==> src/rtl/arbitro_rr8_pkg.sv <==
// Shared constants and FSM state type for the 8-way round-robin arbiter.
package arbitro_pkg;
  localparam int N_REQ  = 8;
  localparam int IDX_W  = 3;
  localparam int HOLD_W = 8;

  typedef enum logic [0:0] {
    IDLE  = 1'b0,
    GRANT = 1'b1
  } state_e;
endpackage

==> src/rtl/arbitro_rr8_decodificador.sv <==
// Existing 3-to-8 decoder: b2..b0 select which single e-line is high.
module decodificador (
  input  logic b2,
  input  logic b1,
  input  logic b0,
  output logic e0,
  output logic e1,
  output logic e2,
  output logic e3,
  output logic e4,
  output logic e5,
  output logic e6,
  output logic e7
);
  assign e0 = ~b2 & ~b1 & ~b0;
  assign e1 = ~b2 & ~b1 &  b0;
  assign e2 = ~b2 &  b1 & ~b0;
  assign e3 = ~b2 &  b1 &  b0;
  assign e4 =  b2 & ~b1 & ~b0;
  assign e5 =  b2 & ~b1 &  b0;
  assign e6 =  b2 &  b1 & ~b0;
  assign e7 =  b2 &  b1 &  b0;
endmodule

==> src/rtl/arbitro_rr8.sv <==
// 8-way round-robin arbiter driving the 3-to-8 decoder for one-hot grants.
// Optional hold-limit revocation is enabled by defining ARB_TIMEOUT_EN.
module arbitro_rr8
  import arbitro_pkg::*;
#(
  parameter int MAX_HOLD = 16
) (
  input  logic             clk,
  input  logic             reset,
  input  logic [N_REQ-1:0] req,
  output logic [N_REQ-1:0] gnt,
  output logic [IDX_W-1:0] gnt_idx,
  output logic             gnt_valid,
  output logic             timeout
);

  state_e           state_p0;
  logic [IDX_W-1:0] idx_p0;
  logic             vld_p0;
  logic [IDX_W-1:0] start;
  logic [IDX_W-1:0] off;
  logic [IDX_W-1:0] win_idx;
  logic [2*N_REQ-1:0] dbl;
  logic [N_REQ-1:0] rot;
  logic [N_REQ-1:0] dec_vec;

  // Rotate so the line after the last winner sits at bit 0, find the lowest
  // set bit, then add the rotation back to recover the absolute index.
  always_comb begin
    start   = idx_p0 + IDX_W'(1);
    dbl     = {req, req} >> start;
    rot     = dbl[N_REQ-1:0];
    off     = '0;
    for (int i = N_REQ - 1; i >= 0; i--) begin
      if (rot[i]) off = IDX_W'(i);
    end
    win_idx = start + off;
  end

`ifdef ARB_TIMEOUT_EN
  localparam logic [HOLD_W-1:0] HOLD_LAST = HOLD_W'(MAX_HOLD - 1);
  logic [HOLD_W-1:0] hold_p0;
  logic              tmo_p0;

  always_ff @(posedge clk) begin
    if (reset) begin
      state_p0 <= IDLE;
      idx_p0   <= '1;
      vld_p0   <= 1'b0;
      hold_p0  <= '0;
      tmo_p0   <= 1'b0;
    end else begin
      tmo_p0 <= 1'b0;
      case (state_p0)
        IDLE: begin
          if (|req) begin
            idx_p0   <= win_idx;
            vld_p0   <= 1'b1;
            hold_p0  <= '0;
            state_p0 <= GRANT;
          end
        end
        GRANT: begin
          // A voluntary release in the limit cycle wins over revocation.
          if (!req[idx_p0]) begin
            vld_p0   <= 1'b0;
            state_p0 <= IDLE;
          end else if (hold_p0 == HOLD_LAST) begin
            vld_p0   <= 1'b0;
            tmo_p0   <= 1'b1;
            state_p0 <= IDLE;
          end else begin
            hold_p0 <= hold_p0 + HOLD_W'(1);
          end
        end
        default: state_p0 <= IDLE;
      endcase
    end
  end

  assign timeout = tmo_p0;
`else
  localparam int max_hold_unused = MAX_HOLD;

  always_ff @(posedge clk) begin
    if (reset) begin
      state_p0 <= IDLE;
      idx_p0   <= '1;
      vld_p0   <= 1'b0;
    end else begin
      case (state_p0)
        IDLE: begin
          if (|req) begin
            idx_p0   <= win_idx;
            vld_p0   <= 1'b1;
            state_p0 <= GRANT;
          end
        end
        GRANT: begin
          if (!req[idx_p0]) begin
            vld_p0   <= 1'b0;
            state_p0 <= IDLE;
          end
        end
        default: state_p0 <= IDLE;
      endcase
    end
  end

  assign timeout = 1'b0;
`endif

  decodificador u_dec (
    .b2 (idx_p0[2]),
    .b1 (idx_p0[1]),
    .b0 (idx_p0[0]),
    .e0 (dec_vec[0]),
    .e1 (dec_vec[1]),
    .e2 (dec_vec[2]),
    .e3 (dec_vec[3]),
    .e4 (dec_vec[4]),
    .e5 (dec_vec[5]),
    .e6 (dec_vec[6]),
    .e7 (dec_vec[7])
  );

  assign gnt       = dec_vec & {N_REQ{vld_p0}};
  assign gnt_idx   = idx_p0;
  assign gnt_valid = vld_p0;

endmodule

==> config.mk <==
export PLATFORM = sky130hd
export DESIGN_NAME = arbitro_rr8
export DESIGN_NICKNAME = d
export VERILOG_FILES = /design/src/rtl/arbitro_rr8_pkg.sv /design/src/rtl/arbitro_rr8_decodificador.sv /design/src/rtl/arbitro_rr8.sv
export SDC_FILE = /design/constraint.sdc
export NUM_CORES = 1
export LEC_CHECK = 0
export CELL_PAD_IN_SITES_DETAIL_PLACEMENT = 0
export CELL_PAD_IN_SITES_GLOBAL_PLACEMENT = 1
export CORE_MARGIN = 3
export CORE_UTILIZATION = 33
export DETAILED_ROUTE_END_ITERATION = 16
export GPL_ROUTABILITY_DRIVEN = 0
export MAX_ROUTING_LAYER = met4
export PLACE_DENSITY_LB_ADDON = 0.1
export SETUP_SLACK_MARGIN = 0.5
export SLEW_MARGIN = 10
export SYNTH_ARGS = -nofsm -noshare
export SYNTH_HDL_FRONTEND = slang
export SYNTH_SLANG_ARGS = --single-unit
export TNS_END_PERCENT = 1
==> constraint.sdc <==
create_clock -name clk -period 3 [get_ports clk]
set_clock_uncertainty 0.1 [all_clocks]
set_input_delay 0.3 -clock clk [delete_from_list [all_inputs] [get_ports clk]]
set_output_delay 0.3 -clock clk [all_outputs]
set_load 0.02 [all_outputs]
==> flow_summary.toml <==
[run_status]
status = "finished, violations left"
violations = "setup timing"

[layout]
syn_to_final_growth_pct = 54.5
n_fill_cell = 282
final_area_mm2 = 0.00151
drive_gt1_share_pct = 36.7
stdcell_count = 197
finalNetCount = 180
antenna_cells = 0

[route]
drtIter0Drc = 31
via_per_inst = 5.46
antenna_left = 0
vias = 1075
routed_wl_mm = 2.86
drc = 0
wl_per_cell_um = 14.5
dr.pass1.iters = 4

[synth]
synth.area.top_cells = "dfxtp_1, mux2i_1, mux4_2, nor2_1, mux2_2"
synth_compound_area_share_pct = 22.3
synth-async-reset-ratio_pct = 0
synth.top_cells.by_count = "nor2_1, mux2i_1, inv_1"
synth-main-ff-cell = "dfxtp_1"
ys_ff_latch = 5
synth_cells = 120
yosysSeqAreaShare_pct = 10.2
postSynthAreaPerCell_um2 = 8.16
synth.net_count = 133
synth-edff-count = 0
synth_cell_type_count = 44
synth_top_area_cell = "dfxtp_1"
synth_xor_area_share_pct = 3.45
synth-simple-area-share_pct = 22.0
synth_top_family_by_area = "multiplexers"
synth.most_common_cell = "nor2_1"
muxShareOfSynthArea_pct = 24.4
synth_top_area_share_pct = 10.2
syn_area_um2 = 980
yosysWarnings = 0
synthAdderAreaFrac_pct = 4.60

[sta]
setup_viol = 1
rsz0062_at_grt = "true"
drv_slew = 0
max_freq_ghz = 0.319
setup_tns_ns = -0.132
finalCritPeriodShare_pct = 104
period_needed_ns = 3.13
finalHoldViolations = 0
setup_slack_ns = -0.132

[floorplanning]
rows = 19
start_util_pct = 35.2
die_width_um = 60.5
ios = 23
coreArea_mm2 = 0.00278
dieArea_mm2 = 0.00366
die_h_um = 60.5

[placement]
dp_cells = 192
port_buffers = 21
hpwl_mm = 2.27
place_area_mm2 = 0.00144

[critical_path]
crit_family = "multiplexers"
cp.required_ns = 3.07
critPathBufInv = 3
max_stage_delay_ns = 0.46
path_cells = "ha_4 > buf_12 > mux2i_4 > inv_1 > mux4_2 > a211oi_2 > o32ai_2 > ha_2 > inv_2 > fa_2 > xor2_2 > a21oi_2 > nor3b_2 > mux2i_1"
crit_path_max_fanout = 8
critPathSlowestCell = "mux4_2"
worstRegToRegCells = 14
path_class = "flop to flop"
startpoint_type = "flop"
crit_cells = 14
cp.arrival_ns = 3.20
worst_setup_path_end_kind = "flop"

[clocking]
numClockSinks = 5
root_buffer = "clkbuf_4"
cts_max_level = 1
cts_buffers = 3
clk_pin_slew_ns = 0.05
cts_buffer_depth = 2
cts_tree = "built"
worstSkewPairLatency_ns = 0.24
cts_hold_buf = 0

[pwr]
p_per_area_mw_per_mm2 = 1070
p_leak_nw = 0.625
power_mw = 1.62
ir_drop_v = 0.000870

[worst_hold_path]
hold_depth = 1
hold_class = "flop to flop"

[global_route]
grt_use_total_pct = 17.9
grt_antenna_before_repair = 0
grt_pass1_wl_mm = 4.78
grt.overflow.total = 0
grt_pass1_vias = 1034
grt_max_degree = 23

[job]
maxCapViolCount = 0
[cells by family (layout without fill, tap and decap cells)]
family,count (synthesis),in the layout
AOI/OAI and AO/OA,29,29
xor gates and xnor gates,3,3
adders and majority gates,3,3
buffers and inverters,18,64
DFF,5,5
muxes,18,18
other,1,1
and+or+nand+nor,43,43
[through the flow]
step	utilization [%]	setup slack, ns	hold WS, ns
finish	54.4	-0.132	0.383
global route	54.4	-0.344	0.410
CTS	53.8	-0.240	0.385
detailed placement	51.9	-0.281	0.376
global placement	51.9	-0.184	0.365
floorplan	-	-0.0612	0.294
[timing repair]
action,in CTS,in global routing
endpoints found under the hold margin,0,0
pin swaps,9,3
setup endpoints to repair,3,3
resized for setup,4,4
setup buffers,1,0
[worst paths after layout]
| check | start | to | slack (ns) |
|---|---|---|---|
| min | state_p0 | state_p0 | 0.38 |
| max | gnt_idx[0] | gnt_idx[2] | -0.13 |
| max reg2reg | gnt_idx[0] | gnt_idx[2] | -0.13 |
| min reg2reg | state_p0 | state_p0 | 0.38 |
[state kept, by name (all words and copies together) (netlist names)]
register / flops
gnt_idx: 3
gnt_valid: 1
state_p0: 1
[placed cells by master, fill, tap and decap left out, drive strengths merged, types with 2 or more instances in the layout]
cell,netlist,final
o21ai,4,4
nor3,8,8
a211o,2,2
a311oi,3,3
clkdlybuf4s50,0,21
clkbuf,2,4
a32o,2,2
o22ai,2,2
inv,9,9
ha,2,2
nand2,4,4
nor2,17,17
or2,4,4
nand2b,3,3
buf,7,30
a21oi,4,4
dfxtp,5,5
a32oi,2,2
nand3,2,2
mux2,4,4
and2b,2,2
xor2,2,2
mux4,4,4
mux2i,10,10
[final cells by class]
cell class	count	area, µm²	share of cell area [%]
Multi-Input combinational cell	97	860	56.8
Timing Repair Buffer	51	448	29.6
Sequential cell	5	108	7.11
Tap cell	31	38.8	2.56
Inverter	9	33.8	2.23
Clock buffer	4	26.3	1.74
[report_power, final]
part	total (mW)	internal, mW	switching (mW)
sequential	0.120	0.0966	0.0235
clock	0.0804	0.0504	0.0300
combinational	1.42	0.746	0.673
total	1.62	0.893	0.726
[routing by layer]
metal	part of all wire, %	global-route usage (%)	vias up
li1	-	-	537
met1	46	24.1	506
met2	49	28.4	30
met3	5.0	4.04	2
met4	0.24	2.48	0
met5	0	-	-
Power figures use the tool's default switching activity.
